### config.mk
export PLATFORM = sky130hd
export DESIGN_NAME = serial_fifo_bridge
export DESIGN_NICKNAME = d
export VERILOG_FILES = /design/src/rtl/serial_fifo_bridge.sv
export SDC_FILE = /design/constraint.sdc
export NUM_CORES = 1
export LEC_CHECK = 0
export CAP_MARGIN = 20
export CORE_ASPECT_RATIO = 1.5
export CORE_MARGIN = 1
export CORE_UTILIZATION = 55
export CTS_CLUSTER_DIAMETER = 150
export DETAILED_ROUTE_END_ITERATION = 8
export GPL_TIMING_DRIVEN = 0
export PLACE_DENSITY = 0.76
export REMOVE_ABC_BUFFERS = 1
export SETUP_SLACK_MARGIN = 0.02
export SLEW_MARGIN = 25
export SYNTH_ARGS = -nofsm -noshare
export SYNTH_HDL_FRONTEND = slang
export SYNTH_HIERARCHICAL = 1
export SYNTH_SLANG_ARGS = --single-unit
export TNS_END_PERCENT = 1
### constraint.sdc
create_clock -name clock -period 3.1 [get_ports clock]
set_input_delay 0.465 -clock clock [delete_from_list [all_inputs] [get_ports clock]]
set_output_delay 0.465 -clock clock [all_outputs]
set_load 0.02 [all_outputs]
### src/rtl/serial_fifo_bridge.sv
// Byte bridge between a processor serial port and a host valid/ready link:
// one RX FIFO (host -> cpu) and one TX FIFO (cpu -> host), both first-word-fall-through.

module serial_fifo_bridge_fifo #(
    parameter int DEPTH = 8
) (
    input  logic                       clock,
    input  logic                       reset,
    input  logic                       push_valid,
    input  logic [7:0]                 push_data,
    output logic                       push_ready,
    input  logic                       pop_req,
    output logic                       pop_valid,
    output logic [7:0]                 pop_data,
    output logic [$clog2(DEPTH):0]     count
);
    localparam int AW = $clog2(DEPTH);
    localparam logic [AW:0] FULL_COUNT = (AW + 1)'(DEPTH);

    logic [7:0]    mem [DEPTH];
    logic [AW-1:0] wr_ptr;
    logic [AW-1:0] rd_ptr;
    logic          do_push;
    logic          do_pop;

    // Ready and valid come from the pre-edge count, so a full FIFO never
    // accepts a push and an empty FIFO never pops, even with same-edge traffic.
    assign push_ready = (count < FULL_COUNT);
    assign pop_valid  = (count != '0);
    assign do_push    = push_valid && push_ready;
    assign do_pop     = pop_req && pop_valid;
    assign pop_data   = mem[rd_ptr];

    always_ff @(posedge clock) begin
        if (!reset) begin
            wr_ptr <= '0;
            rd_ptr <= '0;
            count  <= '0;
        end else begin
            if (do_push) wr_ptr <= wr_ptr + 1'b1;
            if (do_pop)  rd_ptr <= rd_ptr + 1'b1;
            case ({do_push, do_pop})
                2'b10:   count <= count + 1'b1;
                2'b01:   count <= count - 1'b1;
                default: count <= count;
            endcase
        end
    end

    // Storage is left uninitialised; a stale write on a reset edge is never observable.
    always_ff @(posedge clock) begin
        if (do_push) mem[wr_ptr] <= push_data;
    end
endmodule

module serial_fifo_bridge #(
    parameter int DEPTH = 8
) (
    input  logic                   clock,
    input  logic                   reset,
    output logic [7:0]             cpu_rdata_out,
    output logic                   cpu_rvalid_out,
    input  logic                   cpu_rden_in,
    input  logic [7:0]             cpu_wdata_in,
    input  logic                   cpu_wren_in,
    output logic                   cpu_wready_out,
    input  logic [7:0]             host_rx_data_in,
    input  logic                   host_rx_valid_in,
    output logic                   host_rx_ready_out,
    output logic [7:0]             host_tx_data_out,
    output logic                   host_tx_valid_out,
    input  logic                   host_tx_ready_in,
    output logic [$clog2(DEPTH):0] rx_count_out,
    output logic [$clog2(DEPTH):0] tx_count_out,
    output logic                   rx_underflow_out,
    output logic                   tx_drop_out
);
    serial_fifo_bridge_fifo #(.DEPTH(DEPTH)) rx_fifo (
        .clock      (clock),
        .reset      (reset),
        .push_valid (host_rx_valid_in),
        .push_data  (host_rx_data_in),
        .push_ready (host_rx_ready_out),
        .pop_req    (cpu_rden_in),
        .pop_valid  (cpu_rvalid_out),
        .pop_data   (cpu_rdata_out),
        .count      (rx_count_out)
    );

    serial_fifo_bridge_fifo #(.DEPTH(DEPTH)) tx_fifo (
        .clock      (clock),
        .reset      (reset),
        .push_valid (cpu_wren_in),
        .push_data  (cpu_wdata_in),
        .push_ready (cpu_wready_out),
        .pop_req    (host_tx_ready_in),
        .pop_valid  (host_tx_valid_out),
        .pop_data   (host_tx_data_out),
        .count      (tx_count_out)
    );

    // Sticky error flags: a read of an empty RX FIFO or a write into a full
    // TX FIFO is remembered until the next reset.
    always_ff @(posedge clock) begin
        if (!reset) begin
            rx_underflow_out <= 1'b0;
            tx_drop_out      <= 1'b0;
        end else begin
            if (cpu_rden_in && !cpu_rvalid_out) rx_underflow_out <= 1'b1;
            if (cpu_wren_in && !cpu_wready_out) tx_drop_out      <= 1'b1;
        end
    end
endmodule

== Word-level counts from Yosys, hierarchy flattened ==
Memory sizes are Yosys's and may differ from the RTL's. A register that Yosys moved wholly into a read port is not among the register bits.
Index checks and enable logic that the tools add are counted.
Widths: inputs -> output; s select.
Word-level totals
  register bits: 22
  RAM bits: 128
  input bits: 22
  output and inout bits: 30
  word-level logic and storage cells: 46
  memories: 2
Memory list
  rx_fifo.mem: depth 8, bits a word 8, rd ports 1, clocked after Yosys merged registers in 1, wr ports 1, line 20  | logic [7:0] mem [DEPTH];
  tx_fifo.mem: depth 8, bits a word 8, rd ports 1, clocked after Yosys merged registers in 1, wr ports 1, line 20
Operators by class
  $add $sub $neg: 8
  magnitude comparators: 2
  eq/ne operators: 4
  muxes and demuxes: 10
  reduce and logical (&&, ||, !) cells: 12
Operators with widths (count)
  $pmux 4 s2: 2
  $add 3x1->3 const B: 4
  $mux 3: 4
  $add 4x1->4 const B: 2
  $lt 4x4->1 const B: 2
  $reduce_bool 4->1: 2
  $sub 4x1->4 const B: 2
  $logic_and 1x1->1: 6
  $eq 2x1->1 const B: 2
  $eq 2x2->1 const B: 2
  $mux 1: 4
  $reduce_bool 2->1: 2
  $logic_not 1->1: 2

== Depth between registers and ports, before layout ==
  depth in word-level cells: 4
  gate-level depth with buffers: 10
  mapped depth without buffers: 10

== By module ==
The synthesis kept the hierarchy.
Modules (own cells, without submodules)
  serial_fifo_bridge_fifo: instances 2, cells each 168, area an instance 3121.7 um^2, sequential area each 2182.1 um^2
  serial_fifo_bridge: instances 1, cells each 6, area an instance 82.6 um^2, sequential area each 40.0 um^2

== Worst setup path before layout ==
No wires, ideal clock.
  kind: reg-to-reg
  from: reg rx_fifo.count[0]
  to: reg rx_fifo.count[2]
  library setup time: 0.076 ns
  arrival time: 2.443 ns
  required time: 3.024 ns
  slack: 0.582 ns
  stages on the path, launching flop included: 11
  path buffers: 0
  clock period less this slack: 2.518 ns
  cells stage by stage: dfxtp_1 or4_4 nand2_1 inv_1 ha_1 xor2_1 ha_1 a21oi_1 xor2_1 or3_1 a21boi_0
On the way
  cells in the longest elaborated chain, start to end: 4
  elaborated cells between the ends (all ways): 10
  classes of those cells: add/sub (2); order compare (1); eq/ne (2); mux (1); reduce/logical (4)
Ends and longest elaborated chain
  start: declaration: line 15  | output logic [$clog2(DEPTH):0] count
  start signal: assignment: line 43  | 2'b10: count <= count + 1'b1;
  start signal: assignment: line 44  | 2'b01: count <= count - 1'b1;
  start signal: assignment: line 45  | default: count <= count;
  $reduce_bool 4->1 (*): line 29  | assign pop_valid = (count != '0);
  named net cpu_rvalid_out: line 62  | output logic cpu_rvalid_out,
  $logic_and 1x1->1 (*): line 31  | assign do_pop = pop_req && pop_valid;
  $eq 2x1->1 / $eq 2x2->1 (equally long branches): line 42  | case ({do_push, do_pop})
  $pmux 4 s2 / $reduce_bool 2->1 (equally long branches)
The timed path passes the listed nets; every way through them passes the cells marked *.
A chain may end at the register's enable or synchronous reset.

==> impl_metrics.yaml <==
outcome:
  status: "complete, no violations"
grt:
  grt_use_total_pct: 20.0
  grt_pass1_wl_mm: 16.7
  grt_max_degree: 27
  antenna_found_initial: 0
  grt_pass1_vias: 3248
  overflow: 0
placement:
  place_area_sq_um: 6950
  dp_hpwl_mm: 6.62
  place_congestion: 0.708
  port_buffers: 51
layout:
  layout_common_cells: "edfxtp_1, clkdlybuf4s50_1, mux4_1"
  fin_area_sq_um: 7530
  post-route-util_pct: 67.7
  nets: 432
  drive_above_1_share_pct: 14.5
  num_antenna_cells: 0
  nFillCells: 723
  area.growth.synth_to_final_pct: 19.0
  final_common_cell: "edfxtp_1"
worst_setup_path:
  r2r_setup_slack_ns: 0.50
  required_ns: 2.63
  r2r_start: "rx_fifo/count[0]"
  r2r-end: "rx_fifo/count[2]"
  ff2ff_path_depth: 10
  path_max_fanout: 16
  criticalPathCategory: "register to output port"
  start_kind: "register"
  cp.arrival_ns: 2.53
  cp-end-kind: "output port"
power:
  power_density_nw_per_um2: 815
  vdd_drop_max_v: 0.000605
  cellLeakagePower_nw: 2.56
clock_tree:
  cts.reportedPaths.clkPinSlew_ns: 0.06
  cts_setup_buffers: 0
  clock_sinks: 156
  insertion_delay_ns: 0.42
  cts_hold_buf: 0
  numCtsBuffers: 17
  cts_tree: "built"
  htree_num_levels: 4
  cts_root_buf: "clkbuf_16"
  clock_path_buffers: 2
yosys:
  ys.warnings.count: 6
  syn_area_per_cell_sq_um: 18.5
  synth_ff_type: "edfxtp_1"
  ys_types: 30
  synth_seq_cells: 156
  synthArstFlopShare_pct: 0
  synth_edf_count: 128
  syn_inst: 342
  synth.yosys.seq_area_share_pct: 69.6
  syn_area_sq_um: 6330
floorplanning:
  num_rows: 47
  die-height_um: 133
  dieArea_sq_um: 11900
  start_util_pct: 56.9
  die_w_um: 89.6
  coreArea_sq_um: 11100
  ios: 52
timing:
  finalCritPeriodShare_pct: 96.5
  relSlewSlack_pct: 35.3
  max_freq_mhz: 334
  worst_slew_pin_slew_ns: 0.967
  rsz0062_at_grt: "yes"
  layout_min_cycle_time_ns: 2.99
  setup_tns_ns: 0
  hold_violations: 0
  setup_viol: 0
  whs_ns: 0.466
  skew_ns: 0.0139
  drv_slew: 0
detailed_routing:
  ant_nets: 0
  dr.first_iter.drc_count: 201
  dr.pass1.iters: 4
  num_vias: 3203
  drc_errors: 0
  drt-vias-per-instance: 5.72
  totalWireLength_mm: 10.6
  post_drt_wl_per_cell_um: 18.9
flow_run:
  max_cap_viol_count: 0
worst_hold_path:
  worstHoldPathCells: 1
  holdPathEnd: "tx_drop_out"
  hold_class: "register to register"
  hold_path_startpoint: "tx_drop_out"
layer usage:
metal,vias up,share of wire [%],wire (um),track usage [%]
met1,1653,40,4210,22.2
met5,-,0,0,0
met3,15,3.1,331,5.33
li1,1474,-,-,-
met4,0,1.9,204,8.64
met2,61,55,5820,35.1
worst max-delay path: stages, from the launching register on:
cell and delay [ns]:
dfxtp_2 0.64, mux4_1 0.63, mux2_2 0.29, clkdlybuf4s50_1 0.54
through the flow:
| step | setup slack, ns | power, W | cells |
|---|---|---|---|
| after floorplan | 0.582 | 0.00363 | 330 |
| after global placement | 0.153 | 0.00414 | 528 |
| after detailed placement | 0.186 | 0.00421 | 528 |
| after CTS | 0.0527 | 0.00618 | 560 |
| after global routing | 0.00476 | 0.00641 | 560 |
| final | 0.109 | 0.00613 | 560 |
where the power goes:
group / internal (W) / switching [W] / total, W
sequential: 0.00244 / 0.000220 / 0.00266
clock: 0.00113 / 0.000847 / 0.00198
combinational: 0.000834 / 0.000665 / 0.00150
cell usage after synthesis, types with 6 or more instances:
master	count	area, sq um
nor3_1	6	30.0
dfxtp_1	28	561
nand2_1	22	82.6
and2_1	10	62.6
nor2_1	12	45.0
nor2b_1	6	37.5
ha_1	10	125
nand3_1	6	30.0
xnor2_1	8	70.1
nand2b_1	6	37.5
edfxtp_1	128	3840
mux4_1	30	788
inv_1	6	22.5
a21boi_0	8	60.1
mux2_2	16	180
flip-flops by register name, summed over array words and instances, names as in the netlist, named ones only:
signal / count
rx_fifo/wr_ptr: 3
tx_fifo/rd_ptr: 3
tx_fifo/mem: 64
rx_fifo/rd_ptr: 3
rx_fifo/mem: 64
rx_underflow_out: 1
rx_fifo/count: 4
tx_fifo/wr_ptr: 3
tx_drop_out: 1
tx_fifo/count: 4
final cells by class:
type                       instances  area [sq um]  area share (%)
sequential                       156          4410            58.6
multi-input combinational        168          1820            24.2
timing repair buffer              51           510            6.78
clock buffer                      17           425            5.65
tap                              147           184            2.44
clock inverter                    15           150            2.00
inverter                           6          22.5           0.299
worst max-delay path by stage:
stage | from | to | cells past startpoint
floorplan | rx_fifo/count[0] | rx_fifo/count[2] | 10
global placement | cpu_wren_in | tx_fifo/mem[0][4] | 4
detailed placement | register | host_tx_data_out[6] | 3
CTS | register | cpu_rdata_out[2] | 3
global route | register | host_tx_data_out[1] | 3
finish | register | host_tx_data_out[1] | 3
logic make-up after synthesis:
kind of cell | count (synthesis) | synth area share [%]
AO/OA/AOI/OAI | 20 | 2.10
XOR/XNOR | 12 | 1.66
adder cells (fa/ha/maj) | 10 | 1.98
buffers and inverters | 18 | 1.86
flip-flops | 156 | 69.6
multiplexers | 52 | 16.7
AND/OR/NAND/NOR | 74 | 6.13
repair_timing:
item / CTS / global route
resized for setup: 2 / 1
setup endpoints to repair: 16 / 2
pin swaps: 0 / 0
(Power assumes the default switching activity.)
